<file path="src/rtl/mouse_analog_emu.sv">
// ---------------------------------------------------------------------------
// mouse_analog_emu
//
// Analog-stick source stage feeding the core's JOY1X/JOY1Y/JOY1 inputs.
// It passes the HPS analog stick through until a PS/2 mouse packet arrives.
// From then on it integrates the mouse deltas into a saturating signed 8-bit
// position and maps the mouse buttons onto the fire bits. It hands control
// back to the stick as soon as the stick moves or the CPU halts. While the
// mouse owns the outputs, an optional auto-recentre slowly pulls the
// position back to the origin.
//
// Parameters
//   SHIFT      arithmetic right shift applied to each raw 9-bit mouse delta
//   MAX_STEP   per-packet delta clamp magnitude, applied after the shift
//   DECAY_DIV  clk_sys cycles per recentre step (>= 2)
//   INVERT_Y   1 = negate the Y delta before accumulation
//
// Ports
//   clk_sys       system clock
//   reset         asynchronous, active-high reset
//   ps2_mouse     [24] strobe toggle, [23:16] Y, [15:8] X, [5] Y sign,
//                 [4] X sign, [1:0] buttons
//   joya          analog stick, [7:0] X, [15:8] Y, two's complement
//   joy           digital joystick word, [3:0] directions, [5:4] fire
//   cpu_halt      core halted; hands control back to the stick
//   recentre_en   enables auto-recentre while in mouse mode
//   ax, ay        registered X/Y position to the core
//   joy_out       registered button/direction word to the core
//   mouse_active  1 while the mouse owns the outputs
// ---------------------------------------------------------------------------
module mouse_analog_emu #(
  parameter int SHIFT     = 1,
  parameter int MAX_STEP  = 10,
  parameter int DECAY_DIV = 65536,
  parameter int INVERT_Y  = 0
) (
  input  logic        clk_sys,
  input  logic        reset,
  input  logic [24:0] ps2_mouse,
  input  logic [15:0] joya,
  input  logic [15:0] joy,
  input  logic        cpu_halt,
  input  logic        recentre_en,
  output logic [7:0]  ax,
  output logic [7:0]  ay,
  output logic [15:0] joy_out,
  output logic        mouse_active
);

  localparam int                CNT_W    = $clog2(DECAY_DIV);
  localparam logic [CNT_W-1:0]  CNT_LAST = CNT_W'(DECAY_DIV - 1);
  localparam logic signed [10:0] STEP_HI = 11'(MAX_STEP);
  localparam logic signed [10:0] STEP_LO = 11'(-MAX_STEP);

  typedef enum logic {
    ST_JOY   = 1'b0,
    ST_MOUSE = 1'b1
  } state_t;

  state_t            state_q;
  state_t            state_d;
  logic signed [7:0] mx;
  logic signed [7:0] my;
  logic [CNT_W-1:0]  decay_cnt;
  logic              stb_d;
  logic              primed;
  logic              strobe_event;
  logic              stick_busy;
  logic signed [10:0] dx;
  logic signed [10:0] dy;
  logic [7:0]        ax_d;
  logic [7:0]        ay_d;
  logic [15:0]       joy_d;
  logic              active_d;
  logic              unused_pkt_bits;

  // Raw 9-bit delta -> shifted, optionally negated, clamped step.
  // 11 bits leave room for negating -256 without overflow.
  function automatic logic signed [10:0] axis_delta(input logic       sgn,
                                                    input logic [7:0] mag,
                                                    input logic       negate);
    logic signed [10:0] d;
    d = $signed({{3{sgn}}, mag});
    d = d >>> SHIFT;
    if (negate) d = -d;
    if (d > STEP_HI) d = STEP_HI;
    else if (d < STEP_LO) d = STEP_LO;
    return d;
  endfunction

  // Saturating accumulate; the position pins at the rails and never wraps.
  function automatic logic signed [7:0] sat_add(input logic signed [7:0]  acc,
                                                input logic signed [10:0] d);
    logic signed [11:0] sum;
    sum = $signed({{4{acc[7]}}, acc}) + $signed({d[10], d});
    if (sum > 12'sd127) return 8'sh7F;
    if (sum < -12'sd128) return 8'sh80;
    return sum[7:0];
  endfunction

  // One recentre step: move a nonzero axis one count toward the origin.
  function automatic logic signed [7:0] toward_zero(input logic signed [7:0] v);
    if (v == 8'sd0) return v;
    if (v[7]) return v + 8'sd1;
    return v - 8'sd1;
  endfunction

  // Status and padding bits of the packet carry nothing for this stage.
  assign unused_pkt_bits = ^{ps2_mouse[7:6], ps2_mouse[3:2]};

  assign stick_busy   = (joya != 16'h0000) || cpu_halt;
  assign strobe_event = primed && (ps2_mouse[24] != stb_d);
  assign dx = axis_delta(ps2_mouse[4], ps2_mouse[15:8], 1'b0);
  assign dy = axis_delta(ps2_mouse[5], ps2_mouse[23:16], (INVERT_Y != 0));

  // Strobe edge detector. The first edge after reset only captures the
  // current toggle level, so a stale level left over from before reset is
  // never mistaken for a new packet.
  always_ff @(posedge clk_sys or posedge reset) begin
    if (reset) begin
      stb_d  <= 1'b0;
      primed <= 1'b0;
    end else begin
      stb_d  <= ps2_mouse[24];
      primed <= 1'b1;
    end
  end

  // State register.
  always_ff @(posedge clk_sys or posedge reset) begin
    if (reset) state_q <= ST_JOY;
    else       state_q <= state_d;
  end

  // Next-state logic. Stick movement or a halted CPU always wins over a
  // mouse packet arriving in the same cycle.
  always_comb begin
    state_d = state_q;
    case (state_q)
      ST_JOY:   if (strobe_event && !stick_busy) state_d = ST_MOUSE;
      ST_MOUSE: if (stick_busy)                  state_d = ST_JOY;
      default:  state_d = ST_JOY;
    endcase
  end

  // Position accumulator and recentre divider. The accumulator is always
  // zero in stick mode, so the packet that switches into mouse mode simply
  // lands on the origin. Any packet restarts the recentre interval.
  always_ff @(posedge clk_sys or posedge reset) begin
    if (reset) begin
      mx        <= 8'sd0;
      my        <= 8'sd0;
      decay_cnt <= '0;
    end else if (stick_busy) begin
      mx        <= 8'sd0;
      my        <= 8'sd0;
      decay_cnt <= '0;
    end else if (strobe_event) begin
      mx        <= sat_add(mx, dx);
      my        <= sat_add(my, dy);
      decay_cnt <= '0;
    end else if (state_q == ST_MOUSE && recentre_en) begin
      if (decay_cnt == CNT_LAST) begin
        decay_cnt <= '0;
        mx        <= toward_zero(mx);
        my        <= toward_zero(my);
      end else begin
        decay_cnt <= decay_cnt + 1'b1;
      end
    end else begin
      decay_cnt <= '0;
    end
  end

  // Output selection. joya == FFFF means no analog device is attached;
  // the directions are then masked so a floating stick cannot steer.
  always_comb begin
    ax_d     = joya[7:0];
    ay_d     = joya[15:8];
    joy_d    = joy;
    active_d = 1'b0;
    if (state_q == ST_MOUSE) begin
      ax_d     = mx;
      ay_d     = my;
      joy_d    = {joy[15:6], ps2_mouse[1:0], joy[3:0]};
      active_d = 1'b1;
    end
    if (joya == 16'hFFFF) joy_d[3:0] = 4'h0;
  end

  // Output register: the core sees every change one cycle after the
  // state/position update.
  always_ff @(posedge clk_sys or posedge reset) begin
    if (reset) begin
      ax           <= 8'h00;
      ay           <= 8'h00;
      joy_out      <= 16'h0000;
      mouse_active <= 1'b0;
    end else begin
      ax           <= ax_d;
      ay           <= ay_d;
      joy_out      <= joy_d;
      mouse_active <= active_d;
    end
  end

endmodule

</file>
<file path="config.mk">
export PLATFORM = sky130hd
export DESIGN_NAME = mouse_analog_emu
export DESIGN_NICKNAME = d
export VERILOG_FILES = /design/src/rtl/mouse_analog_emu.sv
export SDC_FILE = /design/constraint.sdc
export NUM_CORES = 1
export LEC_CHECK = 0
export ABC_AREA = 1
export BUFFER_PORTS_ARGS = -buffer_cell sky130_fd_sc_hd__buf_4
export CAP_MARGIN = 20
export CORE_ASPECT_RATIO = 1.25
export CORE_MARGIN = 5
export CORE_UTILIZATION = 35
export CTS_CLUSTER_DIAMETER = 200
export CTS_CLUSTER_SIZE = 40
export DETAILED_ROUTE_END_ITERATION = 12
export SLEW_MARGIN = 10
export SYNTH_ARGS = -nofsm -noshare
export SYNTH_HDL_FRONTEND = slang
export SYNTH_SLANG_ARGS = --single-unit
</file>
<file path="constraint.sdc">
create_clock -name clk_sys -period 5.9 [get_ports clk_sys]
set_clock_uncertainty 0.15 [all_clocks]
set_input_delay 0.59 -clock clk_sys [delete_from_list [all_inputs] [get_ports clk_sys]]
set_output_delay 0.59 -clock clk_sys [all_outputs]
set_load 0.02 [all_outputs]
</file>
==> results.md <==
* Mux contribution to synthesized area at 0%
* Critical Path End Type: register
* Final WL at 11850 um
* TritonCTS clock tree: built
* Pre-antenna DRT Iters at 5
* Crit Reg-Reg Startpoint: mx[0]
* Yosys reg bits at 68
* Min-delay src: joy[15]
* Vias in the first global route at 4388
* Synth Area in Compound Gates at 9.909%
* Routability cong. at 0.8669
* CTS Buf Count at 9
* Leading area contributor after synthesis: dfrtp_1
* Hold crit path type: in -> reg
* H-tree depth at 3
* MaxCap Viol Count at 0
* Synth cell types at 36
* Simple-Gate Fraction of Synth Area at 31.42%
* Fin. max-slew vios at 0
* Via density at 4.738
* Hold Buf Count CTS at 0
* IO Port Bufs at 87
* Initial drt markers at 338
* Post_cts resized at 0
* Part of the cycle the worst path needs at 53.02%
* Layout area overhead at 24.17%
* Fmax at 319.7 MHz
* # setup viols final at 0
* Antenna cell count at 0
* Remaining DRCs at 0
* Setup TNS Final at 0 ps
* Max Buffers Root-to-Sink at 2
* Share of cells above drive strength 1 at 19.73%
* Total power at 1.144 mW
* All-Layer GR Usage at 15.70%
* RSZ-0062 raised after global routing: no
* Final instance area at 5786 sq um
* Final hold viol count at 0
* Routed Antenna Nets at 0
* Worst Tran Pin Value at 916.0 ps
* Outcome: finished, final reports clean
* Critical Path RT at 6010 ps
* Netlist Area Pre-Place at 4659 sq um
* CTS root buffer: clkbuf_16
* Ranking of synthesized cells by area: dfrtp_1 (37%), nand2_1 (15%), ha_1 (8.9%)
* Die W at 113.2 um
* Post-CTS Setup Bufs at 0
* Total gr overflow at 0
* Tmin final at 3128 ps
* Commonest non-fill, non-tap cells in the layout: nand2_1 (190), inv_1 (89), buf_4 (89)
* FP Rows at 47
* Mapped Cells at 632
* Insertion delay to the later sink of the worst-skew pair at 320 ps
* Worst slew margin relative to its limit at 38.93%
* Synth top area share at 36.52%
* Seq/Total Area, Yosys at 36.52%
* Peak VDD IR at 126.0 uV
* Post-place setup slack at 2447 ps
* Clk pin slew, worst setup/hold paths at 50 ps
* HPWL Detailed at 9627 um
* Crit path launch type: input port
* Mean area per synthesized cell at 7.373 sq um
* Height of the chip at 139 um
* Initial antenna violation count at 0
* Largest net degree at the start of global routing at 69
* Core Box Area at 13170 sq um
* Synth warnings at 0
* First-pass GRT wire length at 20240 um
* Nets at 824
* Total number of vias at 4269
* WL/cell at 13.15 um
* CTS sink count at 68
* Post-Place Cell Area at 5500 sq um
* Leak at 3.021 nW
* Crit-path max FO at 7
* Die footprint at 15730 sq um
* Critical path arrival at 3240 ps
* CP startpoint: ps2_mouse[4]
* Final worst slack at 2772 ps
* Synth Area in Adders at 10.58%
* Post-synth net total at 730
* Most common cell after layout, fill and taps aside: nand2_1
* Synth Area in XOR/XNOR at 3.195%
* Starting density of the core at 35.37%
* Pwr dens at 197.7 nW/um^2
* Largest family of logic cells by synthesized area: simple AND/OR/NAND/NOR gates
* WS Path Type: in -> reg
* IO Pins at 94
* Layout Utilization at 43.92%
==> Yosys cell counts <==
master     instances
nand2_2            6
inv_2              1
nand3_2            5
nor3_1             5
o21ai_1            4
nand3_1           21
o2111ai_1          2
o21bai_1           1
nor4_1             4
dfrtp_1           68
nor2_2            13
nand2_1          190
nor3_4             2
nor2_4             3
ha_1              33
o21a_1             1
a31oi_1            7
or2_2              9
a21o_1             1
o211ai_1           2
xor2_1            10
nor3b_1            3
nor2_1            52
xnor2_1            7
conb_1             1
clkinv_1           1
nand2_4            1
buf_12             1
inv_1             90
nand4_1           12
o21ai_2            2
fa_1               4
o21ai_0           26
clkbuf_1           3
buf_2              2
a21oi_1           39
==> state kept, by name, indices dropped and copies added, names as in the netlist <==
signal,cells
ay,8
stb_d,1
ax,8
decay_cnt,16
primed,1
mx,8
my,8
state_q,1
mouse_active,1
joy_out,16
==> where the power goes <==
group          switching (mW)  leakage, nW  internal (mW)
logic                  0.0858         2.01         0.0623
clock network           0.178        0.140          0.336
registers             0.00353        0.871          0.479
total                   0.267         3.02          0.877
==> path summary, 6_finish.rpt <==
| path | end | slack [ps] | cells past startpoint |
|---|---|---|---|
| max | mx[1] | 2770 | 21 |
| min | joy_out[15] | 230 | 1 |
| max reg2reg | mx[1] | 3450 | 13 |
| min reg2reg | decay_cnt[0] | 340 | 1 |
| max in group asynchronous | decay_cnt[8] | 4660 | 3 |
| min in group asynchronous | joy_out[1] | 370 | 3 |
==> metal layers <==
metal,vias up,part of all wire (%),GRT usage [%]
met1,1974,44,19.36
met3,14,3.8,2.532
met5,-,0,0
li1,2199,-,-
met2,82,50,26.97
met4,0,2.1,6.582
==> worst max-delay path, cell delays in order <==
cell     delay, ps
buf_4           80
inv_1           50
nor4_1         260
nand2_1         90
ha_1           290
inv_1           90
nand2_1         70
nor2_1          40
ha_1           230
fa_1           420
nand3_1        100
nand2_1        100
nand2_1         80
nand3_1         70
nand2_1         80
inv_1           50
o21ai_2        260
nand2_1         90
nand2_1        100
nand2_1         50
nand2_1         50
==> cell families after synthesis <==
logic type	Yosys count
AND/OR/NAND/NOR	326
other	1
XOR/XNOR	17
AO/OA/AOI/OAI	85
buffers and inverters	98
flip-flops	68
adder cells (fa/ha/maj)	37
==> cell type report <==
class / count / area, sq um
Clock inverter: 2 / 35.03
Fill cell: 1324 / 7387
Multi-Input combinational cell: 466 / 2571
Inverter: 92 / 345.3
Tap cell: 171 / 214.0
Sequential cell: 68 / 1702
Timing Repair Buffer: 89 / 668.1
Clock buffer: 13 / 250.2
==> stage by stage <==
stage,cells,hold WS (ps)
after floorplan,632,306.8
after global placement,886,326.8
after detailed placement,886,341.2
after CTS,901,214.9
after global routing,901,210.6
final,901,226.8
(Power assumes the default switching activity.)
